$ cat src/rtl/wb_grf.sv
// Write-back stage and general register file of the five-stage MIPS pipeline.
// Selects/extends the write-back value, writes the 32x32 register file ($0 fixed
// at zero), serves two combinational decode read ports with same-cycle bypass,
// and counts retired (valid) instructions.
module wb_grf #(
  parameter int REG_COUNT = 32,
  parameter int CNT_W     = 32
) (
  input  logic             clk,
  input  logic             reset,
  input  logic             RegWrite_W,
  input  logic [3:0]       MemtoReg_W,
  input  logic [31:0]      PC_W,
  input  logic [31:0]      PC8_W,
  input  logic [31:0]      ALUresult_W,
  input  logic [31:0]      MemOutput_W,
  input  logic [4:0]       Dst_W,
  input  logic             newsign_W,
  input  logic [4:0]       A1_D,
  input  logic [4:0]       A2_D,
  output logic [31:0]      RD1_D,
  output logic [31:0]      RD2_D,
  output logic [31:0]      WD_W,
  output logic [4:0]       FwdDst_W,
  output logic [CNT_W-1:0] Retired
);

  logic [31:0] regs [0:REG_COUNT-1];
  logic        eff_wr;
  logic [7:0]  byte_sel;
  logic [15:0] half_sel;
  logic        pc_unused;

  // PC_W travels with the instruction but plays no part in write-back.
  assign pc_unused = ^PC_W;

  // Extend a loaded byte; sgn selects lb (sign) versus lbu (zero).
  function automatic logic [31:0] ext_byte(input logic [7:0] b, input logic sgn);
    logic signed [7:0]  sb;
    logic signed [31:0] sx;
    sb = b;
    sx = sb;
    return sgn ? sx : {24'd0, b};
  endfunction

  // Extend a loaded halfword; sgn selects lh (sign) versus lhu (zero).
  function automatic logic [31:0] ext_half(input logic [15:0] h, input logic sgn);
    logic signed [15:0] sh;
    logic signed [31:0] sx;
    sh = h;
    sx = sh;
    return sgn ? sx : {16'd0, h};
  endfunction

  // A write only lands when the instruction is real, enabled, and not aimed at $0.
  assign eff_wr   = RegWrite_W & newsign_W & (Dst_W != 5'd0);
  assign FwdDst_W = eff_wr ? Dst_W : 5'd0;

  // Lane extraction and write-back source selection.
  always_comb begin
    byte_sel = MemOutput_W[7:0];
    case (ALUresult_W[1:0])
      2'd0: byte_sel = MemOutput_W[7:0];
      2'd1: byte_sel = MemOutput_W[15:8];
      2'd2: byte_sel = MemOutput_W[23:16];
      2'd3: byte_sel = MemOutput_W[31:24];
    endcase
    // Halfword lane ignores ALUresult_W[0]; misaligned lh/lhu are not trapped here.
    half_sel = ALUresult_W[1] ? MemOutput_W[31:16] : MemOutput_W[15:0];
    WD_W = ALUresult_W;
    case (MemtoReg_W)
      4'd1:    WD_W = MemOutput_W;
      4'd2:    WD_W = PC8_W;
      4'd3:    WD_W = ext_byte(byte_sel, 1'b1);
      4'd4:    WD_W = ext_byte(byte_sel, 1'b0);
      4'd5:    WD_W = ext_half(half_sel, 1'b1);
      4'd6:    WD_W = ext_half(half_sel, 1'b0);
      default: WD_W = ALUresult_W;
    endcase
  end

  // Register storage: cleared asynchronously, written on effective writes.
  always_ff @(posedge clk or negedge reset) begin
    if (!reset) begin
      for (int i = 0; i < REG_COUNT; i++) regs[i] <= '0;
    end else if (eff_wr) begin
      regs[Dst_W] <= WD_W;
    end
  end

  // Retired-instruction counter; wraps silently.
  always_ff @(posedge clk or negedge reset) begin
    if (!reset) begin
      Retired <= '0;
    end else if (newsign_W) begin
      Retired <= Retired + CNT_W'(1);
    end
  end

  // Read ports: zero during reset and for $0, otherwise bypass or storage.
  always_comb begin
    RD1_D = '0;
    RD2_D = '0;
    if (reset && A1_D != 5'd0)
      RD1_D = (eff_wr && A1_D == Dst_W) ? WD_W : regs[A1_D];
    if (reset && A2_D != 5'd0)
      RD2_D = (eff_wr && A2_D == Dst_W) ? WD_W : regs[A2_D];
  end

endmodule

$ cat config.mk
export PLATFORM = sky130hd
export DESIGN_NAME = wb_grf
export DESIGN_NICKNAME = d
export VERILOG_FILES = /design/src/rtl/wb_grf.sv
export SDC_FILE = /design/constraint.sdc
export NUM_CORES = 2
export LEC_CHECK = 0
export ABC_AREA = 0
export BUFFER_PORTS_ARGS = -buffer_cell sky130_fd_sc_hd__buf_4
export CORE_MARGIN = 2
export CORE_UTILIZATION = 50
export DETAILED_ROUTE_END_ITERATION = 16
export PLACE_DENSITY = 0.74
export SYNTH_ARGS = -nofsm -noshare
export SYNTH_HDL_FRONTEND = slang
export SYNTH_SLANG_ARGS = --single-unit
$ cat constraint.sdc
create_clock -name clk -period 3.1 [get_ports clk]
set_clock_uncertainty 0.2 [all_clocks]
set_input_delay 0.31 -clock clk [delete_from_list [all_inputs] [get_ports clk]]
set_output_delay 0.31 -clock clk [all_outputs]
set_load 0.01 [all_outputs]
# Yosys cells after proc, flatten, opt, wreduce, memory -nomap -nowiden
# Cells that the tools add are included.
word_totals:
  elab_cells: 80
  ff_bits: 1056
  in_bits: 151
  output_inout_bits: 133
op_classes:
  n_eq_ne: 11
  n_reduce_logical: 9
  add_sub_neg: 1
  n_bitwise: 5
  magnitude_cmp: 4
  mux: 17
op_table:
  columns: ["operator", "n"]
  rows:
  - ["$bwmux W1024", 1]
  - ["$bmux W32 S5", 2]
  - ["$mux W32", 9]
  - ["$pmux W32 S6", 1]
  - ["$demux W32 S5", 1]
  - ["$add A32 B1 Y32 const B", 1]
  - ["$pmux W8 S4", 1]
  - ["$ge A6 B6 Y1 const B", 3]
  - ["$not A5 Y6", 3]
  - ["$mux W16", 1]
  - ["$reduce_bool A5 Y1", 3]
  - ["$eq A4 B3 Y1 const B", 3]
  - ["$eq A5 B5 Y1", 2]
  - ["$eq A4 B2 Y1 const B", 2]
  - ["$lt A6 B1 Y1 const B", 1]
  - ["$logic_and A1 B1 Y1", 5]
  - ["$mux W5", 1]
  - ["$eq A2 B2 Y1 const B", 2]
  - ["$eq A4 B1 Y1 const B", 1]
  - ["$and A1 B1 Y1", 2]
  - ["$eq A2 B1 Y1 const B", 1]
  - ["$logic_not A2 Y1", 1]

# Longest topological paths before layout
logic_depth:
  depth_word: 6
  depth_mapped: 10
  ltp_nobuf: 6

# Worst setup path before layout
# OpenSTA, ideal clock, no wires.
synth_timing:
  path_type: "in2out"
  start: "input A2_D[0]"
  end: "output RD2_D[26]"
  cell_stages: 9
  setup_slack_ps: 494
  t_arrival_ps: 2096
  cell_sequence: "buf_4 > buf_2 > buf_4 > buf_2 > mux4_2 > mux2i_1 > nand2_1 > nand4_1 > o21ai_0"
synth_between:
  elab_chain_len: 6
  word_cells_on_any_way: 10
  cone_classes: "1 x eq/ne; 5 x mux; 1 x bitwise; 3 x reduce/logical"
synth_lines:
  columns: ["item", "line", "rtl"]
  rows:
  - ["start, declared", "20", "input logic [4:0] A2_D,"]
  - ["$not A5 Y6 (not written as such)", "107", "RD2_D = (eff_wr && A2_D == Dst_W) ? WD_W : regs[A2_D];"]
  - ["$bmux W32 S5", "107", null]
  - ["$mux W32 (not written as such) (2 in a row)", "107", null]
  - ["$mux W32", "107", null]
  - ["$mux W32 *", "106", "if (reset && A2_D != 5'd0)"]
  - ["end, declared", "22", "output logic [31:0] RD2_D,"]
# Every way passes the cells marked *; elsewhere a longest branch is shown, timed or not. The select of a mux whose other input is x is not followed.

# Worst setup path after layout
layout_timing:
  start: "register regs[31] in the netlist's numbering"
  end: "output RD2_D[31]"
layout_between:
  elab_chain_len: 5
layout_lines:
  columns: ["item", "line", "rtl"]
  rows:
  - ["start, declared", "28", "logic [31:0] regs [0:REG_COUNT-1];"]
  - ["start signal, assigned by index", "87", "regs[Dst_W] <= WD_W;"]
  - ["$bmux W32 S5", "107", null]
  - ["$mux W32 (not written as such) (2 in a row)", "107", null]
  - ["$mux W32", "107", null]
  - ["$mux W32", "106", null]
# No other way between the ends. The select of a mux whose other input is x is not followed.

==> impl_metrics.yaml <==
layout:
  final_cell_area_mm2: 0.0642
  area_growth_pct: 16.6
  drive_gt1_share_pct: 27.1
  instances_no_fill: 6632
  antenna_cells: 0
  nets: 5283
sta:
  layout_min_cycle_time_ns: 3.18
  finalHoldViolCount: 0
  drv_slew: 0
  period_share_pct: 102
  slew_headroom_pct: 28.8
  max_freq_mhz: 315
  holdWs_ns: 0.0309
  tightestPinTransition_ns: 1.07
  rsz0062_at_grt: "true"
  setup_ws_ns: -0.0770
  finalSetupViolCount: 2
critical_path:
  reg2reg_slack_ns: 0.65
  crit_arrival_ns: 2.67
  crit_chain: "mux4_2 > mux4_2 > and2_4 > o21ai_4 > o21ai_4 > buf_6"
  cp.required_ns: 2.59
  slowest_delay_ns: 0.49
  start_kind: "flop"
  endpoint_kind: "primary output"
  crit_type: "reg -> out"
  critPathMaxFanout: 2
  cp_slowest_cell: "mux4_2"
clocking:
  clockBufferDepth: 3
  cts_tree: "yes"
  clk_latency_ns: 0.69
  htreeDepth: 3
  cts-buffers-inserted: 102
  cts.clk_slew.worst_paths_ns: 0.07
  numClockSinks: 1056
  cts_root_buf: "clkbuf_16"
global_route:
  grt_pass1_wl_um: 284000
  use_met1_pct: 44.5
  grt_util_met2_pct: 50.3
  overflow: 0
  grt.total_usage_pct: 33.6
  antenna_found_initial: 4
  grt_pass1_vias: 45100
  top_usage_layer: "met2"
  grt_max_degree: 191
  use_met3_pct: 10.2
pwr:
  p_clk_share_pct: 35.5
  p_int_w: 0.0268
  power_frac_seq_pct: 45.6
  finalPower_w: 0.0377
  ir_drop_v: 0.000430
  combPwrFrac_pct: 18.9
  power_density_mw_per_mm2: 587
  p_leak_nw: 28.0
  p_sw_w: 0.0109
  p_sw_share_pct: 28.9
placement:
  hpwlAfterDp_um: 119000
  place_area_mm2: 0.0603
  dp.cells: 6419
  pre_cts_slack_ns: -0.0829
  port_buffers: 251
  gp_congestion: 0.943
run_status:
  violations: "negative setup slack"
  status: "complete, but fails checks"
floorplanning:
  die_w_um: 336
  start_util_pct: 50.5
  ios: 284
  core_mm2: 0.109
  die_y_um: 336
  die_area_mm2: 0.113
  row_count: 121
route:
  drtIter0Drc: 6613
  viasPerCell: 6.85
  dr.pass1.iters: 6
  ant_nets: 0
  wl_um: 189000
  avgRoutedWirePerCell_um: 28.6
  route.detailed.drc: 0
  dr_total_vias: 45400
logic_synthesis:
  synth.net_count: 5137
  ys_warn_count: 0
  yosysSeqAreaShare_pct: 48.0
  avgSynthCellArea_um2: 11.1
  synth_flop_cell: "dfrtp_1"
  async_flop_share_pct: 100
  synth_edf_count: 0
  synth_area_mm2: 0.0551
  ys_ff_latch: 1056
  ys_types: 69
  syn_inst: 4985
run:
  maxCapViolCount: 0
hold_path:
  hold_path_class: "in -> reg"
-- per-stage QoR --
step	utilization, %	setup TNS [ns]
finish	58.9	-0.0917
floorplan	-	0
CTS	58.8	-0.0848
detailed placement	55.4	-0.148
global placement	55.4	-0.140
global route	58.9	-0.0920
-- repair_timing --
| item | 4_1_cts | 5_1_grt |
|---|---|---|
| endpoints found under the setup margin | 6 | 16 |
| hold endpoints to repair | 461 | 0 |
| setup buffers | 3 | 3 |
| pin swaps | 3 | 6 |
| resized for setup | 13 | 19 |
| hold buffers | 18 | 0 |
-- metal layers --
metal | part of all wire [%] | routed length (um) | vias up
met5 | 0.027 | 51 | -
met4 | 5.7 | 10900 | 8
met3 | 13 | 25300 | 760
met2 | 45 | 84500 | 3373
met1 | 36 | 68800 | 22800
li1 | - | - | 18500
-- cells in the final DEF, fill, tap and decap left out, types with 12 or more instances in the layout --
cell type	count
o21ai_1	12
a31oi_1	12
a22oi_1	87
mux2_2	91
clkbuf_1	20
nand4_1	25
nand3_1	27
buf_12	95
bufinv_16	15
clkbuf_16	102
nor3_1	22
nor2b_1	14
clkinv_2	21
dfrtp_1	1056
a22o_1	26
o22ai_1	106
nand2_1	1035
buf_4	459
inv_1	37
o2bb2ai_1	27
o22ai_2	22
mux2i_1	64
xnor2_1	34
o221ai_1	25
a211oi_1	16
mux4_2	487
dlygate4sd3_1	18
clkbuf_8	16
nor2_1	34
a21oi_1	35
o21ai_0	998
nand2_2	25
-- worst max-delay path, delay by kind of cell (launching register included) --
family / cells / cell delay (ns)
multiplexers: 2 / 0.97
flip-flops: 1 / 0.40
AND/OR/NAND/NOR: 1 / 0.18
AO/OA/AOI/OAI: 2 / 0.28
buffers and inverters: 1 / 0.14
-- cells in the mapped netlist (all sizes together) (29+ instances only) --
cell,number,area [um^2]
nand3,30,150
nor2,36,135
buf,150,777
mux2,91,1020
clkbuf,388,1500
dfrtp,1056,26400
o21ai,1016,5090
o2bb2ai,29,254
nand2,1063,3990
xnor2,34,298
inv,38,143
a21oi,38,201
o22ai,130,902
mux2i,65,651
mux4,487,11000
a22oi,90,676
-- final timing paths --
check | startpoint | to | cells after the start
worst max-delay path | regs[31] | RD2_D[31] | 6
worst min-delay path | ALUresult_W[23] | regs[87] | 4
worst max register to register | Retired[0] | Retired[16] | 6
worst min register to register | regs[1000] | regs[1000] | 0
max in group asynchronous | reset | regs[187] | 4
min in group asynchronous | reset | Retired[1] | 3
-- final cells by class --
type | count | area (um^2)
clock buffer | 138 | 2850
sequential | 1056 | 26400
timing repair buffer | 580 | 5640
inverter | 38 | 143
clock inverter | 53 | 701
multi-input combinational | 3353 | 26700
fill | 8486 | 44800
tap | 1414 | 1770
-- cells by family (layout without fill, tap and decap cells) --
kind of cell | Yosys count | after routing | synth area share, %
AND/OR/NAND/NOR | 1240 | 1240 | 9.09
AO/OA/AOI/OAI | 1427 | 1427 | 14.9
buffers and inverters | 576 | 809 | 4.39
XOR/XNOR | 42 | 42 | 0.668
adder cells (fa/ha/maj) | 1 | 1 | 0.0227
multiplexers | 643 | 643 | 23.0
flip-flops | 1056 | 1056 | 48.0
-- state kept, by name, summed over array words and instances (netlist names) --
| register | flops |
|---|---|
| regs | 1024 |
| Retired | 32 |
-- power groups by stage --
stage	combinational [W]	sequential, W	clock, W
global route	0.00772	0.0173	0.0140
CTS	0.00702	0.0171	0.0134
finish	0.00712	0.0172	0.0134
detailed placement	0.00692	0.0173	0
floorplan	0.00456	0.0168	0
global placement	0.00669	0.0171	0
(Power assumes the default switching activity.)
